### config.mk
export PLATFORM = sky130hd
export DESIGN_NAME = reset_sequencer
export DESIGN_NICKNAME = d
export VERILOG_FILES = /design/src/rtl/reset_sequencer_pkg.sv /design/src/rtl/sync_2ff.sv /design/src/rtl/reset_sequencer.sv
export SDC_FILE = /design/constraint.sdc
export NUM_CORES = 1
export LEC_CHECK = 0
export BUFFER_PORTS_ARGS = -buffer_cell sky130_fd_sc_hd__buf_2
export CAP_MARGIN = 20
export CORE_ASPECT_RATIO = 0.7
export CORE_UTILIZATION = 25
export CTS_BUF_LIST = sky130_fd_sc_hd__clkbuf_8
export CTS_CLUSTER_DIAMETER = 80
export DETAILED_ROUTE_END_ITERATION = 7
export GPL_ROUTABILITY_DRIVEN = 1
export GPL_TIMING_DRIVEN = 1
export PLACE_DENSITY = 0.39
export SLEW_MARGIN = 20
export SYNTH_ARGS = -nofsm -noshare
export SYNTH_HDL_FRONTEND = slang
export SYNTH_SLANG_ARGS = --single-unit
### constraint.sdc
create_clock -name clk -period 2.65 [get_ports clk]
set_clock_uncertainty 0.05 [all_clocks]
set_input_delay 0.265 -clock clk [delete_from_list [all_inputs] [get_ports clk]]
set_output_delay 0.265 -clock clk [all_outputs]
set_load 0.01 [all_outputs]
### src/rtl/reset_sequencer_pkg.sv
// Shared definitions for the reset sequencer: parameter defaults, the
// sequencer state enum and a counter-width helper.
package reset_sequencer_pkg;

  localparam int unsigned DefaultStretchCycles  = 1024;
  localparam int unsigned DefaultPeriphLead     = 16;
  localparam int unsigned DefaultDebounceCycles = 4800;

  typedef enum logic [1:0] {
    StWaitLock,
    StStretch,
    StPeriphOnly,
    StRun
  } seq_state_e;

  // Bits needed to hold values 0..max_val (at least one bit).
  function automatic int unsigned cnt_width(int unsigned max_val);
    return (max_val < 2) ? 1 : $clog2(max_val + 1);
  endfunction

endpackage

### src/rtl/sync_2ff.sv
// 1-bit two-flop synchronizer with synchronous active-high reset to 0.
// Ports:
//   clk   - destination clock
//   reset - synchronous active-high reset, clears both flops
//   d     - asynchronous input
//   q     - synchronized output (two clk edges of latency)
module sync_2ff (
  input  logic clk,
  input  logic reset,
  input  logic d,
  output logic q
);

  logic meta_q;

  always_ff @(posedge clk) begin
    if (reset) begin
      meta_q <= 1'b0;
      q      <= 1'b0;
    end else begin
      meta_q <= d;
      q      <= meta_q;
    end
  end

endmodule

### src/rtl/reset_sequencer.sv
// Power-on / button reset sequencer. Waits for a stable PLL lock, then
// releases the peripheral reset, and PERIPH_LEAD cycles later the CPU reset.
// Any lock loss or debounced button press restarts the whole sequence.
// Ports:
//   clk             - CPU-domain clock, the only clock
//   reset           - synchronous active-high block reset
//   pll_locked      - PLL lock flag, asynchronous
//   btn_reset       - user reset button, asynchronous, may bounce
//   periph_reset    - registered active-high peripheral reset
//   cpu_reset       - registered active-high CPU reset
//   ready           - high only while both resets are released
//   lock_loss_count - saturating count of lock losses after periph release
module reset_sequencer
  import reset_sequencer_pkg::*;
#(
  parameter int unsigned STRETCH_CYCLES  = DefaultStretchCycles,
  parameter int unsigned PERIPH_LEAD     = DefaultPeriphLead,
  parameter int unsigned DEBOUNCE_CYCLES = DefaultDebounceCycles
) (
  input  logic       clk,
  input  logic       reset,
  input  logic       pll_locked,
  input  logic       btn_reset,
  output logic       periph_reset,
  output logic       cpu_reset,
  output logic       ready,
  output logic [7:0] lock_loss_count
);

  // One phase counter serves both STRETCH and PERIPH_ONLY.
  localparam int unsigned PhaseMax =
      ((STRETCH_CYCLES > PERIPH_LEAD) ? STRETCH_CYCLES : PERIPH_LEAD) - 1;
  localparam int unsigned PhaseW = cnt_width(PhaseMax);
  localparam int unsigned DebW   = cnt_width(DEBOUNCE_CYCLES);

  localparam logic [PhaseW-1:0] StretchLast = PhaseW'(STRETCH_CYCLES - 1);
  localparam logic [PhaseW-1:0] LeadLast    = PhaseW'(PERIPH_LEAD - 1);
  localparam logic [DebW-1:0]   DebLast     = DebW'(DEBOUNCE_CYCLES - 1);
  localparam logic [DebW-1:0]   DebFull     = DebW'(DEBOUNCE_CYCLES);

  logic locked_s, btn_s, btn_req, abort;

  seq_state_e        state_q, state_d;
  logic [PhaseW-1:0] phase_q, phase_d;
  logic [DebW-1:0]   deb_q, deb_d;
  logic [7:0]        loss_q, loss_d;
  logic              periph_q, periph_d;
  logic              cpu_q, cpu_d;
  logic              ready_q, ready_d;

  sync_2ff u_sync_lock (
    .clk   (clk),
    .reset (reset),
    .d     (pll_locked),
    .q     (locked_s)
  );

  sync_2ff u_sync_btn (
    .clk   (clk),
    .reset (reset),
    .d     (btn_reset),
    .q     (btn_s)
  );

  // Debounce: counter parks at DEBOUNCE_CYCLES so the request fires once per press.
  always_comb begin
    deb_d = deb_q;
    if (!btn_s) begin
      deb_d = '0;
    end else if (deb_q != DebFull) begin
      deb_d = deb_q + DebW'(1);
    end
  end

  assign btn_req = btn_s && (deb_q == DebLast);
  assign abort   = !locked_s || btn_req;

  always_comb begin
    state_d = state_q;
    phase_d = phase_q;
    loss_d  = loss_q;
    case (state_q)
      StWaitLock: begin
        if (locked_s && !btn_req) begin
          state_d = StStretch;
          phase_d = '0;
        end
      end
      StStretch: begin
        if (abort) begin
          state_d = StWaitLock;
          phase_d = '0;
        end else if (phase_q == StretchLast) begin
          state_d = StPeriphOnly;
          phase_d = '0;
        end else begin
          phase_d = phase_q + PhaseW'(1);
        end
      end
      StPeriphOnly, StRun: begin
        if (abort) begin
          state_d = StWaitLock;
          phase_d = '0;
          // Only lock loss counts, even when the button fires in the same cycle.
          if (!locked_s && loss_q != 8'hFF) begin
            loss_d = loss_q + 8'd1;
          end
        end else if (state_q == StPeriphOnly) begin
          if (phase_q == LeadLast) begin
            state_d = StRun;
            phase_d = '0;
          end else begin
            phase_d = phase_q + PhaseW'(1);
          end
        end
      end
      default: begin
        state_d = StWaitLock;
        phase_d = '0;
      end
    endcase
  end

  // Outputs are a pure function of the next state, registered alongside it.
  always_comb begin
    periph_d = (state_d == StWaitLock) || (state_d == StStretch);
    cpu_d    = (state_d != StRun);
    ready_d  = (state_d == StRun);
  end

  always_ff @(posedge clk) begin
    if (reset) begin
      state_q  <= StWaitLock;
      phase_q  <= '0;
      deb_q    <= '0;
      loss_q   <= '0;
      periph_q <= 1'b1;
      cpu_q    <= 1'b1;
      ready_q  <= 1'b0;
    end else begin
      state_q  <= state_d;
      phase_q  <= phase_d;
      deb_q    <= deb_d;
      loss_q   <= loss_d;
      periph_q <= periph_d;
      cpu_q    <= cpu_d;
      ready_q  <= ready_d;
    end
  end

  assign periph_reset    = periph_q;
  assign cpu_reset       = cpu_q;
  assign ready           = ready_q;
  assign lock_loss_count = loss_q;

endmodule

Word level (Yosys, flattened, before mapping)
Index checks and enable logic that the tools add are counted.
- logic and storage cells: 55
- bits of input ports: 4
- bits in registers: 40
- reductions and logical operators: 13
- add/sub/neg operators: 3
- equality and inequality tests: 13
- bitwise operators: 1
- muxes and demuxes: 14
- operators with widths (cell ; number):
    10-bit two-way mux ; 6
    10-bit one-hot mux with 3 select lines ; 1
    13-bit by 1-bit adder with 13-bit output, second input constant ; 1
    13-bit equality test, second input constant ; 1
    13-bit inequality test, second input constant ; 1
    2-bit two-way mux ; 6
    10-bit by 1-bit adder with 10-bit output, second input constant ; 1
    10-bit equality test, second input constant ; 1
    10-bit by 4-bit equality test with 1-bit output, second input constant ; 1
    8-bit by 1-bit adder with 8-bit output, second input constant ; 1
    8-bit inequality test, second input constant ; 1
    2-bit equality test, second input constant ; 3
    2-bit one-hot mux with 3 select lines ; 1
    2-bit by 1-bit equality test with 1-bit output, second input constant ; 2
    2-bit zero test ; 2
    2-bit inequality test, second input constant ; 2
    2-bit OR reduction ; 2
    1-bit logical AND ; 3
    3-bit inequality test, second input constant ; 1
    3-bit AND reduction ; 1
    1-bit zero test ; 2
    1-bit logical OR ; 2
    2-bit AND reduction ; 1
    1-bit NOT ; 1

Logic depth before layout (Yosys ltp)
- depth after elaboration: 8
- gate-level depth with buffers: 7

By module
A second synthesis with hierarchy kept.
- cell total of the unflattened synthesis: 205
- area total of the unflattened synthesis: 1840.5 µm²
- by module, submodules not included (module ; sequential area each (µm²) ; cells each ; area each (µm²) ; times used):
    reset_sequencer ; 720.7 ; 197 ; 1735.4 ; 1
    sync_2ff ; 40.0 ; 4 ; 52.6 ; 2

Worst setup path before layout
No wires, ideal clock.
- path kind: reg-to-reg
- start point: register deb_q[9]
- end point: register phase_q[1]
- data arrival time: 2011 ps
- setup time: 67 ps
- stages on the path, launching flop included: 7
- setup slack: 523 ps
- buffers on the path: 1
- cell sequence: dfxtp_1 -> or3b_4 -> or4_4 -> a211oi_4 -> buf_6 -> o21bai_4 -> a21oi_2
- longest elaborated chain between the ends: 6
- ends and longest elaborated chain (what ; RTL line ; source):
    start: declaration ; reset_sequencer.sv:45 ; logic [DebW-1:0] deb_q, deb_d;
    start signal: assignment ; reset_sequencer.sv:135 ; deb_q <= '0;
    start signal: assignment ; reset_sequencer.sv:143 ; deb_q <= deb_d;
    13-bit equality test (*) ; reset_sequencer.sv:75 ; assign btn_req = btn_s && (deb_q == DebLast);
    1-bit logical AND (*) ; reset_sequencer.sv:75 ;
    1-bit zero test ; reset_sequencer.sv:84 ; if (locked_s && !btn_req) begin
    1-bit logical AND ; reset_sequencer.sv:84 ;
    2-bit inequality test (no line) ; -- ;
    2-bit AND reduction (no line) ; -- ;
    end signal: assignment ; reset_sequencer.sv:142 ; phase_q <= phase_d;
    end: declaration ; reset_sequencer.sv:44 ; logic [PhaseW-1:0] phase_q, phase_d;
Mark *: on every way between the ends. The rest lies on a longest branch, timed or not.
A chain may end at the register's enable or synchronous reset.

Final worst setup path
- start point: register deb_q[0]
- end point: register phase_q[7]
The elaborated chain is that of the path after synthesis.

==> impl_metrics.csv <==
group,metric,value,unit
run_status,outcome,"complete, no violations",
yosys,synth_seq_cells,40,
pwr,p_leak,0.723,nW
yosys,yosysWarnings,0,
yosys,synth_common_cells,"dfxtp_1, nor2_1, nand2_1, nand3_1, xor2_1",
placement,port-buffer-count,14,
yosys,netlist.area_leader.share,41.9,%
yosys,synthFlopType,"dfxtp_1",
clock_tree,clk_pin_slew,0.08,ns
floorplan,num_rows,26,
global_route,grt_overflow,0,
worst_setup_path,cp-end-kind,"flip-flop",
worst_setup_path,path_max_fanout,7,
timing,min_period,2.38,ns
worst_setup_path,path_class,"reg -> reg",
yosys,syn_nets,219,
routing,dr.first_iter.drc_count,40,
clock_tree,cts_root_buffer,"clkbuf_8",
layout,nets,236,
routing,routed_wl,3900,µm
layout,syn2layout_area_growth,13.4,%
worst_hold_path,hold_path.class,"in -> reg",
placement,place_area,2080,µm²
yosys,syn_area,1910,µm²
yosys,ys_async_sr_fraction,0,%
yosys,post-synth-top-area-cell,"dfxtp_1",
routing,vias_per_cell,4.59,
layout,final_cells,327,
timing,fin_ws,0.271,ns
global_route,grtUsageTotal,11.0,%
worst_setup_path,max_stage_delay,0.62,ns
floorplan,fp.dieH,75.2,µm
yosys,yosysMostFrequentCell,"dfxtp_1",
clock_tree,post_cts_buffers,0,
worst_setup_path,r2r_slack,0.27,ns
yosys,ys_types,45,
worst_setup_path,crit_slowest_cell,"or4_2",
timing,worst_slew_pin_slew,0.589,ns
flow_run,cap_violations,0,
routing,top_layer,"met4",
routing,met3RoutedLength,125,µm
layout,drive_above_1_share,19.7,%
worst_setup_path,arrival,2.56,ns
routing,drc,0,
floorplan,die-area,8010,µm²
yosys,synth_area_leaders,"dfxtp_1, xor2_1, nor2_1",
timing,rsz0062_at_grt,"false",
routing,ant_nets,0,
clock_tree,cts_tree,"built",
clock_tree,postCtsResizedCells,0,
worst_setup_path,crit_chain,"ha_1, nand4b_1, nor4_2, o21ai_0, or4_2, a21oi_2",
placement,place_ws,0.278,ns
timing,finalSetupViolCount,0,
worst_setup_path,r2r_start,"deb_q[0]",
worst_hold_path,hold_start,"btn_reset",
pwr,power_density,480,nW/µm²
pwr,max-vdd-ir-drop,0.000148,V
timing,fmax,420,MHz
layout,antenna_cells,0,
clock_tree,h-tree-depth,2,
layout,stdcell_area,2170,µm²
routing,route.met2.wl,1430,µm
yosys,syn_inst,211,
routing,dr.pass1.iters,4,
floorplan,core,7350,µm²
layout,fin_util,29.5,%
worst_setup_path,cp-startpoint,"deb_q[0]",
timing,tns,0,ns
worst_setup_path,critical_path_required,2.83,ns
worst_setup_path,critPathLaunchType,"flip-flop",
floorplan,initial_core_util,26.0,%
yosys,synth_enable_flop_cells,0,
floorplan,die_w,107,µm
placement,dp_hpwl,2820,µm
global_route,grt_max_degree,19,
routing,wl_met1,2300,µm
clock_tree,worst_skew_pair.late_latency,0.29,ns
placement,dp.cells,319,
global_route,grt_first_pass_wirelength,6740,µm
yosys,seq_area_frac_synth,41.9,%
pwr,fin_total_pwr,1.04,mW
timing,relSlewSlack,60.3,%
timing,slew_violations,0,
clock_tree,hold_buffers,0,
placement,gp_congestion,0.730,
timing,finalHoldViolCount,0,
routing,vias,1501,
floorplan,io_pins,15,
timing,hold_ws,0.123,ns
clock_tree,clk_path_buf_depth,2,
clock_tree,clock-sinks,40,
global_route,grt_pass1_vias,1376,
routing,routedWlPerCell,11.9,µm
clock_tree,cts_inserted_buffers,5,
yosys,avgSynthCellArea,9.06,µm²
timing,fin_crit_sh,89.8,%
global_route,antenna_found_initial,0,
## power by group
group          total [mW]  switching, mW  internal [mW]
clock               0.405          0.221          0.184
combinational      0.0285         0.0187        0.00974
sequential          0.608        0.00359          0.604
total                1.04          0.244          0.798
## sequential cells by signal, indices dropped and copies added, names as in the netlist
signal              cells
deb_q                  13
phase_q                10
lock_loss_count         8
state_q                 2
cpu_reset               1
periph_reset            1
ready                   1
u_sync_btn.meta_q       1
u_sync_btn.q            1
u_sync_lock.meta_q      1
u_sync_lock.q           1
## placed cells by master (no fill, tap or decap), types with 4 or more instances in the layout
cell	n
dfxtp_1	40
xnor2_1	6
xor2_1	11
o31ai_1	6
or4_2	5
nor2_1	25
nand3_1	11
a21oi_1	4
clkbuf_8	5
nand2_1	16
a21oi_2	8
and3_1	5
nand4_1	9
inv_1	6
nor2b_1	6
o21ai_0	8
ha_1	4
buf_2	14
## final timing paths
check / end / cells past startpoint
setup / recovery: phase_q[7] / 6
hold / removal: u_sync_btn.meta_q / 2
setup reg to reg: phase_q[7] / 6
hold reg to reg: u_sync_lock.q / 1
## cell families after synthesis
family,synth area share [%]
AO/OA/AOI/OAI,15.1
XOR/XNOR,7.79
adder cells (fa/ha/maj),2.62
buffers and inverters,3.21
flip-flops,41.9
multiplexers,0.524
AND/OR/NAND/NOR,28.9
## per-layer routing
layer	up-vias	global-route usage, %
met5	-	0
met4	0	4.57
met3	4	3.64
met2	17	14.3
met1	686	16.2
li1	794	-
## worst max-delay path: cells and delay by family, from the launching register on
kind,cells,cell delay [ns]
and+or+nand+nor,3,1.09
AOI/OAI and AO/OA,2,0.45
adders and majority gates,1,0.31
DFF,1,0.42
## cell type report
cell class | count | area [µm²]
Multi-Input combinational cell | 159 | 1050
Timing Repair Buffer | 16 | 85.1
Tap cell | 98 | 123
Fill cell | 821 | 5180
Clock inverter | 3 | 18.8
Sequential cell | 40 | 801
Inverter | 6 | 22.5
Clock buffer | 5 | 68.8
No activity file was read; power rests on OpenSTA's default activity.
